File: config.mk
export PLATFORM = sky130hd
export DESIGN_NAME = circuit_breaker_ctrl_flat
export DESIGN_NICKNAME = d
export VERILOG_FILES = /design/src/rtl/circuit_breaker_ctrl_if.sv /design/src/rtl/circuit_breaker_ctrl.sv /design/src/flat_wrapper.sv
export SDC_FILE = /design/constraint.sdc
export NUM_CORES = 1
export LEC_CHECK = 0
export CORE_UTILIZATION = 53
export DETAILED_ROUTE_END_ITERATION = 16
export PLACE_DENSITY = 0.8
export SYNTH_ARGS = -nofsm -noshare
export SYNTH_HDL_FRONTEND = slang
export SYNTH_SLANG_ARGS = --single-unit
File: constraint.sdc
create_clock -name clk -period 3.3 [get_ports clk]
set_input_delay 0.825 -clock clk [delete_from_list [all_inputs] [get_ports clk]]
set_output_delay 0.825 -clock clk [all_outputs]
set_load 0.02 [all_outputs]
File: src/rtl/circuit_breaker_ctrl_if.sv
// Purpose: bundles the alert inputs, operator controls, trading-gate outputs
//          and the halt-cause event port of circuit_breaker_ctrl.
// Ports  : master = alert source / operator / event consumer side,
//          slave  = the breaker controller itself.
interface circuit_breaker_ctrl_if;
    logic [7:0] alert_bitmap;    // detector flags, bit7 = flash crash
    logic [7:0] alert_mask;      // 1 = ignore that detector
    logic       halt_req;        // manual halt request (level)
    logic       ack;             // operator acknowledge / clear
    logic       event_ready;     // consumer accepts event
    logic       trade_enable;    // 1 = order book may match
    logic       halt;            // 1 while halted
    logic [1:0] state;           // 0 NORMAL, 1 WATCH, 2 HALT, 3 COOLDOWN
    logic [7:0] sticky_bitmap;   // masked alerts accumulated since last ack
    logic [7:0] halt_count;      // saturating halt-entry count
    logic       event_valid;     // halt-cause event available
    logic [3:0] event_code;      // {manual, highest masked alert index}
    logic       event_overflow;  // an event was dropped

    modport master (
        output alert_bitmap, alert_mask, halt_req, ack, event_ready,
        input  trade_enable, halt, state, sticky_bitmap, halt_count,
               event_valid, event_code, event_overflow
    );

    modport slave (
        input  alert_bitmap, alert_mask, halt_req, ack, event_ready,
        output trade_enable, halt, state, sticky_bitmap, halt_count,
               event_valid, event_code, event_overflow
    );
endinterface

File: src/rtl/circuit_breaker_ctrl.sv
// Purpose: trading-halt sequencer (NORMAL/WATCH/HALT/COOLDOWN) with alert masking and persistence.
// Latency: every output is registered; a trigger seen in cycle N is visible after edge N.
// Backpressure: one-deep event register held until event_ready; events arriving while blocked are dropped and flagged.
// Ports: clk, rst_n (async active-low); bus = circuit_breaker_ctrl_if.slave carrying alerts,
//        mask, halt_req, ack, event_ready in and trade_enable, halt, state, sticky_bitmap,
//        halt_count, event_valid/event_code/event_overflow out.
module circuit_breaker_ctrl #(
    parameter int unsigned PERSIST  = 3,
    parameter int unsigned COOLDOWN = 1000
) (
    input  logic                  clk,
    input  logic                  rst_n,
    circuit_breaker_ctrl_if.slave bus
);

    typedef enum logic [1:0] {
        ST_NORMAL   = 2'd0,
        ST_WATCH    = 2'd1,
        ST_HALT     = 2'd2,
        ST_COOLDOWN = 2'd3
    } state_e;

    localparam logic [3:0]  PERSIST_C  = 4'(PERSIST);
    localparam logic [15:0] COOLDOWN_C = 16'(COOLDOWN);

    state_e      state_q, state_d;
    logic [3:0]  persist_q, persist_d;
    logic [15:0] timer_q, timer_d;
    logic        trade_enable_q, trade_enable_d;
    logic        halt_q, halt_d;
    logic [7:0]  sticky_q, sticky_d;
    logic [7:0]  halt_count_q, halt_count_d;
    logic        event_valid_q, event_valid_d;
    logic [3:0]  event_code_q, event_code_d;
    logic        event_overflow_q, event_overflow_d;

    logic [7:0]  m;
    logic        crit;
    logic        trig_now;
    logic [2:0]  top;
    logic        halt_entry;

    assign m        = bus.alert_bitmap & ~bus.alert_mask;
    assign crit     = m[7];
    assign trig_now = bus.halt_req | crit;

    // Highest set index of the masked alerts; lower bits are overwritten by higher ones.
    always_comb begin
        top = 3'd0;
        for (int i = 0; i < 8; i++) begin
            if (m[i]) top = 3'(i);
        end
    end

    // State register
    always_ff @(posedge clk or negedge rst_n) begin
        if (!rst_n) begin
            state_q          <= ST_NORMAL;
            persist_q        <= 4'd0;
            timer_q          <= 16'd0;
            trade_enable_q   <= 1'b1;
            halt_q           <= 1'b0;
            sticky_q         <= 8'd0;
            halt_count_q     <= 8'd0;
            event_valid_q    <= 1'b0;
            event_code_q     <= 4'd0;
            event_overflow_q <= 1'b0;
        end else begin
            state_q          <= state_d;
            persist_q        <= persist_d;
            timer_q          <= timer_d;
            trade_enable_q   <= trade_enable_d;
            halt_q           <= halt_d;
            sticky_q         <= sticky_d;
            halt_count_q     <= halt_count_d;
            event_valid_q    <= event_valid_d;
            event_code_q     <= event_code_d;
            event_overflow_q <= event_overflow_d;
        end
    end

    // Next-state logic
    always_comb begin
        state_d    = state_q;
        persist_d  = persist_q;
        timer_d    = timer_q;
        halt_entry = 1'b0;
        case (state_q)
            ST_NORMAL: begin
                if (trig_now) begin
                    halt_entry = 1'b1;
                end else if (m != 8'd0) begin
                    state_d   = ST_WATCH;
                    persist_d = 4'd1;
                end
            end
            ST_WATCH: begin
                if (trig_now) begin
                    halt_entry = 1'b1;
                end else if (m == 8'd0) begin
                    state_d   = ST_NORMAL;
                    persist_d = 4'd0;
                end else if (persist_q + 4'd1 == PERSIST_C) begin
                    halt_entry = 1'b1;
                end else begin
                    persist_d = persist_q + 4'd1;
                end
            end
            ST_HALT: begin
                // Only a clean ack (no alerts, no manual hold) releases the halt.
                if (bus.ack && (m == 8'd0) && !bus.halt_req) begin
                    state_d = ST_COOLDOWN;
                    timer_d = COOLDOWN_C;
                end
            end
            ST_COOLDOWN: begin
                if (trig_now) begin
                    halt_entry = 1'b1;
                end else if (m != 8'd0) begin
                    timer_d = COOLDOWN_C;
                end else if (timer_q == 16'd1) begin
                    state_d = ST_NORMAL;
                    timer_d = 16'd0;
                end else begin
                    timer_d = timer_q - 16'd1;
                end
            end
            default: state_d = ST_NORMAL;
        endcase
        if (halt_entry) begin
            state_d   = ST_HALT;
            persist_d = 4'd0;
            timer_d   = 16'd0;
        end
    end

    // Output logic: registered outputs follow the next state so they move with it.
    always_comb begin
        trade_enable_d = (state_d == ST_NORMAL) || (state_d == ST_WATCH);
        halt_d         = (state_d == ST_HALT);
        sticky_d       = bus.ack ? m : (sticky_q | m);
        halt_count_d   = halt_count_q;
        if (halt_entry && (halt_count_q != 8'hFF)) halt_count_d = halt_count_q + 8'd1;

        event_valid_d    = event_valid_q;
        event_code_d     = event_code_q;
        event_overflow_d = event_overflow_q & ~bus.ack;
        if (halt_entry) begin
            if (event_valid_q && !bus.event_ready) begin
                // Oldest cause is kept; a drop set in the same cycle as ack stays visible.
                event_overflow_d = 1'b1;
            end else begin
                event_valid_d = 1'b1;
                event_code_d  = {bus.halt_req, top};
            end
        end else if (bus.event_ready) begin
            event_valid_d = 1'b0;
        end
    end

    assign bus.state          = state_q;
    assign bus.trade_enable   = trade_enable_q;
    assign bus.halt           = halt_q;
    assign bus.sticky_bitmap  = sticky_q;
    assign bus.halt_count     = halt_count_q;
    assign bus.event_valid    = event_valid_q;
    assign bus.event_code     = event_code_q;
    assign bus.event_overflow = event_overflow_q;

endmodule

File: src/flat_wrapper.sv
// flat-port wrapper written by rule: the top's interface ports become plain ports
module circuit_breaker_ctrl_flat 
#(
    parameter int unsigned PERSIST  = 3,
    parameter int unsigned COOLDOWN = 1000
)
  (clk, rst_n, bus_alert_bitmap, bus_alert_mask, bus_halt_req, bus_ack, bus_event_ready, bus_trade_enable, bus_halt, bus_state, bus_sticky_bitmap, bus_halt_count, bus_event_valid, bus_event_code, bus_event_overflow);
  circuit_breaker_ctrl_if bus_i ();
  input  logic clk;
  input  logic rst_n;
  input wire logic [$bits(bus_i.alert_bitmap)-1:0] bus_alert_bitmap;
  input wire logic [$bits(bus_i.alert_mask)-1:0] bus_alert_mask;
  input wire logic [$bits(bus_i.halt_req)-1:0] bus_halt_req;
  input wire logic [$bits(bus_i.ack)-1:0] bus_ack;
  input wire logic [$bits(bus_i.event_ready)-1:0] bus_event_ready;
  output wire logic [$bits(bus_i.trade_enable)-1:0] bus_trade_enable;
  output wire logic [$bits(bus_i.halt)-1:0] bus_halt;
  output wire logic [$bits(bus_i.state)-1:0] bus_state;
  output wire logic [$bits(bus_i.sticky_bitmap)-1:0] bus_sticky_bitmap;
  output wire logic [$bits(bus_i.halt_count)-1:0] bus_halt_count;
  output wire logic [$bits(bus_i.event_valid)-1:0] bus_event_valid;
  output wire logic [$bits(bus_i.event_code)-1:0] bus_event_code;
  output wire logic [$bits(bus_i.event_overflow)-1:0] bus_event_overflow;
  assign bus_i.alert_bitmap = bus_alert_bitmap;
  assign bus_i.alert_mask = bus_alert_mask;
  assign bus_i.halt_req = bus_halt_req;
  assign bus_i.ack = bus_ack;
  assign bus_i.event_ready = bus_event_ready;
  assign bus_trade_enable = bus_i.trade_enable;
  assign bus_halt = bus_i.halt;
  assign bus_state = bus_i.state;
  assign bus_sticky_bitmap = bus_i.sticky_bitmap;
  assign bus_halt_count = bus_i.halt_count;
  assign bus_event_valid = bus_i.event_valid;
  assign bus_event_code = bus_i.event_code;
  assign bus_event_overflow = bus_i.event_overflow;
  circuit_breaker_ctrl #(.PERSIST(PERSIST), .COOLDOWN(COOLDOWN)) u_core (.clk(clk), .rst_n(rst_n), .bus(bus_i));
endmodule
# After elaboration in Yosys (flattened, before gate mapping)
# Index checks and enable logic that the tools add are counted.
# word_totals
mem_count,0
output_inout_bits,26
in_bits,21
ramBits,0
register_bits,46
mem_bits_ro,0
latch_bits,0
# op_classes
addsub,3
muxes,41
div_mod_pow,0
n_reduce_logical,19
bitwise,7
n_lt_le_gt_ge,0
n_mul,0
n_shift,0
n_eq_ne,15
# ops
op,n
$mux W16,5
$pmux W16 S2,1
$mux W4,6
$mux W2,9
$mux W3,6
$eq A16 B1 Y1 const B,1
$sub A16 B1 Y16 const B,1
$mux W1,10
$ne A3 B3 Y1 const B,3
$add A8 B1 Y8 const B,1
$and A8 B8 Y8,1
$logic_not A8 Y1,1
$mux W8,1
$ne A8 B8 Y1 const B,1
$not A8 Y8,1
$or A8 B8 Y8,1
$pmux W2 S4,1
$pmux W4 S2,1
$reduce_bool A8 Y1,1
$eq A2 B2 Y1 const B,3
$ne A3 B1 Y1 const B,2
$reduce_bool A3 Y1,2
$reduce_and A5 Y1,1
$add A4 B1 Y4 const B,1
16 further kinds,24

# Depth between registers and ports, before layout
# logic_depth
depth_word,10
mapped_depth,10
depth_no_buf,8

# Worst setup path before layout
# OpenSTA, ideal clock, no wires.
# synth_path
path_type,input-to-reg
startpoint,in bus_alert_mask[5]
endpoint,reg u_core.event_code_q[3] (netlist: u_core.bus.event_code[3])
arrival_time_ns,2.407
required_ns,3.175
setup_time_ns,0.125
slack_ns,0.768
stages,6
cell_sequence,nand2b_1 nand4_1 o2111ai_1 a21oi_2 and2_1 mux2_2
# synth_between
elab_chain_cells,7
# synth_lines
item,line,text
from (decl),flat_wrapper.sv:12,input wire logic [$bits(bus_i.alert_mask)-1:0] bus_alert_mask;
$not A8 Y8,circuit_breaker_ctrl.sv:43,assign m = bus.alert_bitmap & ~bus.alert_mask;
$and A8 B8 Y8,circuit_breaker_ctrl.sv:43,
$logic_not A8 Y1,circuit_breaker_ctrl.sv:100,end else if (m == 8'd0) begin
$mux W1,circuit_breaker_ctrl.sv:100,
$mux W1,circuit_breaker_ctrl.sv:98,if (trig_now) begin
$pmux W1 S2,circuit_breaker_ctrl.sv:88,case (state_q)
$reduce_and A2 Y1 (no line),--,
to (signal assigned),circuit_breaker_ctrl.sv:77,event_code_q <= event_code_d;
to (decl),circuit_breaker_ctrl.sv:34,"logic [3:0] event_code_q, event_code_d;"
# Every way passes these cells.
# A chain may end at the register's enable or synchronous reset.

# Final worst setup path
# layout_path
startpoint,in bus_alert_mask[7]
endpoint,reg u_core.timer_q[14]
# layout_between
elab_chain_cells,8
elab_cells_between_ends,19
# layout_lines
item,line,text
$not A8 Y8 *,circuit_breaker_ctrl.sv:43,
$and A8 B8 Y8 *,circuit_breaker_ctrl.sv:43,
$logic_not A8 Y1,"circuit_breaker_ctrl.sv:100, circuit_breaker_ctrl.sv:111",
$mux W1,circuit_breaker_ctrl.sv:100,
$mux W1,circuit_breaker_ctrl.sv:98,
$pmux W1 S2,circuit_breaker_ctrl.sv:88,
$ne A3 B3 Y1 (no line) (tied with other cells),--,
$reduce_and A3 Y1 (no line),--,
to (signal assigned),circuit_breaker_ctrl.sv:71,timer_q <= timer_d;
to (decl),circuit_breaker_ctrl.sv:28,"logic [15:0] timer_q, timer_d;"
# Mark *: on every way between the ends. The rest lies on a longest branch, timed or not. The select of a mux whose other input is x is not followed.

==> results.rst <==
.. list-table::
   :header-rows: 1

   * - Metric
     - Value
   * - Post-synthesis share of cell area spent on xor and xnor gates
     - 1.95%
   * - Element type at the critical path end
     - flip-flop
   * - PwrDens
     - just over 700 nW/um^2
   * - Maximum buffer depth of the clock tree
     - 2
   * - Worst hold path stage count
     - 1
   * - Post-CTS clock slew at the launch and capture registers of the worst setup and hold paths
     - 0.09 ns
   * - Number of different library cells in the post-synthesis netlist
     - between 60 and 70
   * - Sequential fraction of the synthesis area
     - roughly 43%
   * - Final worst path period share
     - a little over four fifths
   * - Hold WC Path Type
     - reg -> reg
   * - Placed wire-length estimate
     - 4.68 mm
   * - Buffer cell driving the clock tree root
     - clkbuf_8
   * - List of cells traversed by the critical path
     - clkdlybuf4s50_1 -> nand2b_1 -> nand4_1 -> o2111ai_1 -> o211a_1 -> nor3_1 -> a22o_1
   * - Launching point of the worst reg2reg path
     - u_core.timer_q[1]
   * - Remaining DRCs
     - 0
   * - Cell leakage power
     - roughly 1.4 nW
   * - Layout overhead on the synthesized area
     - 24.7%
   * - Critical hold path startpoint
     - u_core.bus.halt_count[5]
   * - Synthesized Nets
     - around 310
   * - Adder and majority cell fraction of the synthesized area
     - 4.18%
   * - Clock Skews
     - 0.0172 ns
   * - Clock buffer count from CTS
     - 5
   * - Vert. Die Dim
     - between 70 and 80 um
   * - Internal power component
     - roughly 1.4 mW
   * - Hold Fails Final Rpt
     - 0
   * - Hold bufs inserted after CTS
     - 0
   * - Number of setup violations in the final report
     - 0
   * - Cell area reported after detailed placement
     - 3270 um^2
   * - Final critical-path setup slack
     - 0.501 ns
   * - Warnings, synthesis
     - 0
   * - Placed instance count
     - ~400
   * - Proportion of layout cells with a drive suffix above 1
     - a little over a tenth
   * - Filler cell count in the final layout
     - around 400
   * - Data required time at the worst endpoint
     - roughly 3.5 ns
   * - Fmax achieved
     - around 360 MHz
   * - Global-route wire length before repair
     - 10.9 mm
   * - Setup repair after global routing missed its margin
     - no
   * - Number of sinks driven by the clock tree
     - between 40 and 50
   * - Share of total power in sequential cells
     - between 30% and 40%
   * - Clock share of power
     - ~14%
   * - Switching Fraction
     - between 40% and 50%
   * - Overall routing resource usage
     - a little over a quarter
   * - Pre-CTS WS
     - around 0.22 ns
   * - Critical Path Start Type
     - input port
   * - Number of antenna violations at the first check in global routing
     - 0
   * - IR drop worst, VDD
     - between 0.4 and 0.5 mV
   * - Average wire per cell in the routed design
     - 15.8 um
   * - Final Routed Wirelength
     - approximately 6.4 mm
   * - Comb pwr share
     - approximately 50%
   * - Normalized max-slew margin
     - 32.1%
   * - Maximum fanout along the worst path
     - 8
   * - Longest individual stage delay on the worst path
     - about 0.57 ns
   * - Final total power
     - 2.40 mW
   * - Multiplexer area fraction after synthesis
     - under 10%
   * - Count of pins over their slew limit
     - 0
   * - Netlist Area Pre-Place
     - 2690 um^2
   * - Die Footprint
     - between 5000 and 6000 um^2
   * - Power dissipated by switching net loads
     - approximately 1.0 mW
   * - Setup TNS after final layout
     - 0 ns
   * - Post-CTS setup-driven buffer insertion count
     - 0
   * - Top FF cell, synth
     - dfrtp_1
   * - Hold WS
     - 0.510 ns
   * - Share of synthesized flip-flops with an asynchronous set or reset
     - 100%
   * - Max-capacitance violation count
     - 0
   * - Starting density of the core
     - between 50% and 60%
   * - Cell Count, Final, Fillers Out
     - roughly 410
   * - Reg-to-reg setup timing slack
     - 0.74 ns
   * - Port buffer count
     - 46
   * - Largest net degree at the start of global routing
     - 47
   * - Standard-cell row count
     - 25
   * - Post-CTS Resized
     - 0
   * - Clock tree from TritonCTS
     - yes
   * - I/O pins
     - 47
   * - NumNets Final
     - between 300 and 400
   * - Worst-Skew Late Latency
     - 0.30 ns
   * - Compound-cell area share of the yosys netlist
     - between 20% and 30%
   * - Global route overflow
     - 0
   * - Slowest-stage cell, CP
     - o2111ai_1
   * - Run status
     - finished, final reports clean
   * - Avg Inst Size Synth
     - between 9 and 10 um^2
   * - Worst Hold Path EP
     - u_core.bus.halt_count[5]
   * - Post-Synth Simple-Gate Area
     - about a quarter
   * - Count of state elements after synthesis
     - 46
   * - Number of antenna-violating nets in the routed design
     - 0
   * - Dominant combinational cell family by area after synthesis
     - simple AND/OR/NAND/NOR gates
   * - End of the worst register-to-register path
     - u_core.timer_q[14]
   * - Post-route cell area
     - about 3400 um^2
   * - Vias
     - 2366
   * - Start-to-end type of the worst setup path
     - in -> reg
   * - Final core utilization
     - a little over two thirds
   * - Count of routing violations after the opening detailed-route iteration
     - about 180
   * - Gate count after technology mapping
     - about 280
   * - Data arrival at the endpoint of the critical path
     - around 3.0 ns
   * - R2R depth
     - 9
   * - EDFF count, synth
     - 0
   * - Final RePlAce weighted congestion
     - ~0.88
   * - Worst Max-Slew Pin Slew
     - just over 1 ns
   * - Post-DR vias/cell
     - approximately 6
   * - Die Width
     - roughly 73 um
   * - Via count of the first global-routing pass
     - 2329
   * - First-pass detailed-route iteration total
     - 4
   * - Crit path time final
     - 2.80 ns
   * - H-tree levels
     - 2
   * - Number of diodes
     - 0
   * - Core Box Area
     - ~4800 um^2
## power groups by stage
stage / Sequential, mW / Combinational, mW / Clock, mW
3_3_place_gp: 0.855 / 1.17 / 0
6_report: 0.851 / 1.21 / 0.345
2_1_floorplan: 0.952 / 0.634 / 0
5_1_grt: 0.874 / 1.31 / 0.368
3_5_place_dp: 0.859 / 1.19 / 0
4_1_cts: 0.850 / 1.20 / 0.349
## sequential cells by signal (all words and copies together) (netlist names)
name,cells
u_core.bus.state,2
u_core.persist_q,4
u_core.bus.sticky_bitmap,8
u_core.bus.event_overflow,1
u_core.bus.event_code,4
u_core.timer_q,16
u_core.bus.halt_count,8
u_core.bus.trade_enable,1
u_core.bus.event_valid,1
u_core.bus.halt,1
## synthesized netlist by cell type (2+ instances only)
cell | n | share of area (%)
dfrtp_1 | 45 | 42
nor2_1 | 24 | 3.3
inv_1 | 20 | 2.8
o21ai_0 | 18 | 3.3
nand2_1 | 14 | 2.0
nor3_1 | 12 | 2.2
nand2b_1 | 11 | 2.6
o211ai_1 | 11 | 3.1
ha_1 | 9 | 4.2
nand3_1 | 8 | 1.5
a22o_1 | 7 | 2.3
mux2_2 | 6 | 2.5
nand4_1 | 6 | 1.4
nor2b_1 | 6 | 1.4
nor4_1 | 6 | 1.4
a21oi_1 | 4 | 0.74
and4_1 | 4 | 1.3
o22ai_1 | 4 | 0.93
o2bb2ai_1 | 4 | 1.3
xnor2_1 | 4 | 1.3
a31oi_1 | 3 | 0.70
a32o_1 | 3 | 1.1
and2_1 | 3 | 0.70
and3_1 | 3 | 0.70
clkbuf_1 | 3 | 0.42
o31ai_1 | 3 | 0.84
a21o_1 | 2 | 0.56
buf_2 | 2 | 0.37
nor3b_1 | 2 | 0.56
o2111ai_1 | 2 | 0.65
xor2_1 | 2 | 0.65
## per-layer routing
layer	track usage [%]	up-vias	wire length [um]
met2	41.4	62	3000
met4	8.33	0	61
li1	-	1168	-
met5	0	-	0
met3	4.66	7	274
met1	37.1	1129	3060
## final cells by class
class / instances / area, um^2 / area share (%)
clock buffer: 6 / 72.6 / 2.16
clock inverter: 2 / 13.8 / 0.410
inverter: 20 / 75.1 / 2.24
multi-input combinational: 208 / 1430 / 42.6
sequential: 46 / 1150 / 34.3
tap: 67 / 83.8 / 2.50
timing repair buffer: 56 / 531 / 15.8
## worst max-delay path, delay by kind of cell
kind	cells	cell delay, ns
AO/OA/AOI/OAI	3	1.22
buffers and inverters	1	0.47
AND/OR/NAND/NOR	3	0.47
## how the worst max path moves through the flow
stage                                    from                  endpoint  cells past startpoint
after floorplan             bus_alert_mask[5]  u_core.bus.event_code[3]                      6
after global placement      bus_alert_mask[5]  u_core.bus.event_code[0]                      7
after detailed placement    bus_alert_mask[6]         u_core.timer_q[4]                      8
after CTS                   bus_alert_mask[6]       u_core.persist_q[2]                      7
after global routing      bus_alert_bitmap[7]        u_core.timer_q[14]                      7
final                       bus_alert_mask[7]        u_core.timer_q[14]                      7
## logic make-up after synthesis
| logic type | count (synthesis) |
|---|---|
| AOI/OAI and AO/OA | 75 |
| xor gates and xnor gates | 6 |
| DFF | 46 |
| adders and majority gates | 9 |
| buffers and inverters | 27 |
| muxes | 7 |
| and+or+nand+nor | 111 |
## cells in the final DEF, fill, tap and decap left out, types with 10 or more instances in the layout
master / Yosys / routed
o211ai_1: 11 / 11
clkdlybuf4s50_1: 0 / 45
inv_1: 20 / 20
dfrtp_1: 45 / 45
buf_4: 0 / 10
o21ai_0: 18 / 18
nor3_1: 12 / 12
nand2b_1: 11 / 11
nor2_1: 24 / 24
nand2_1: 14 / 14
Power figures use the tool's default switching activity.
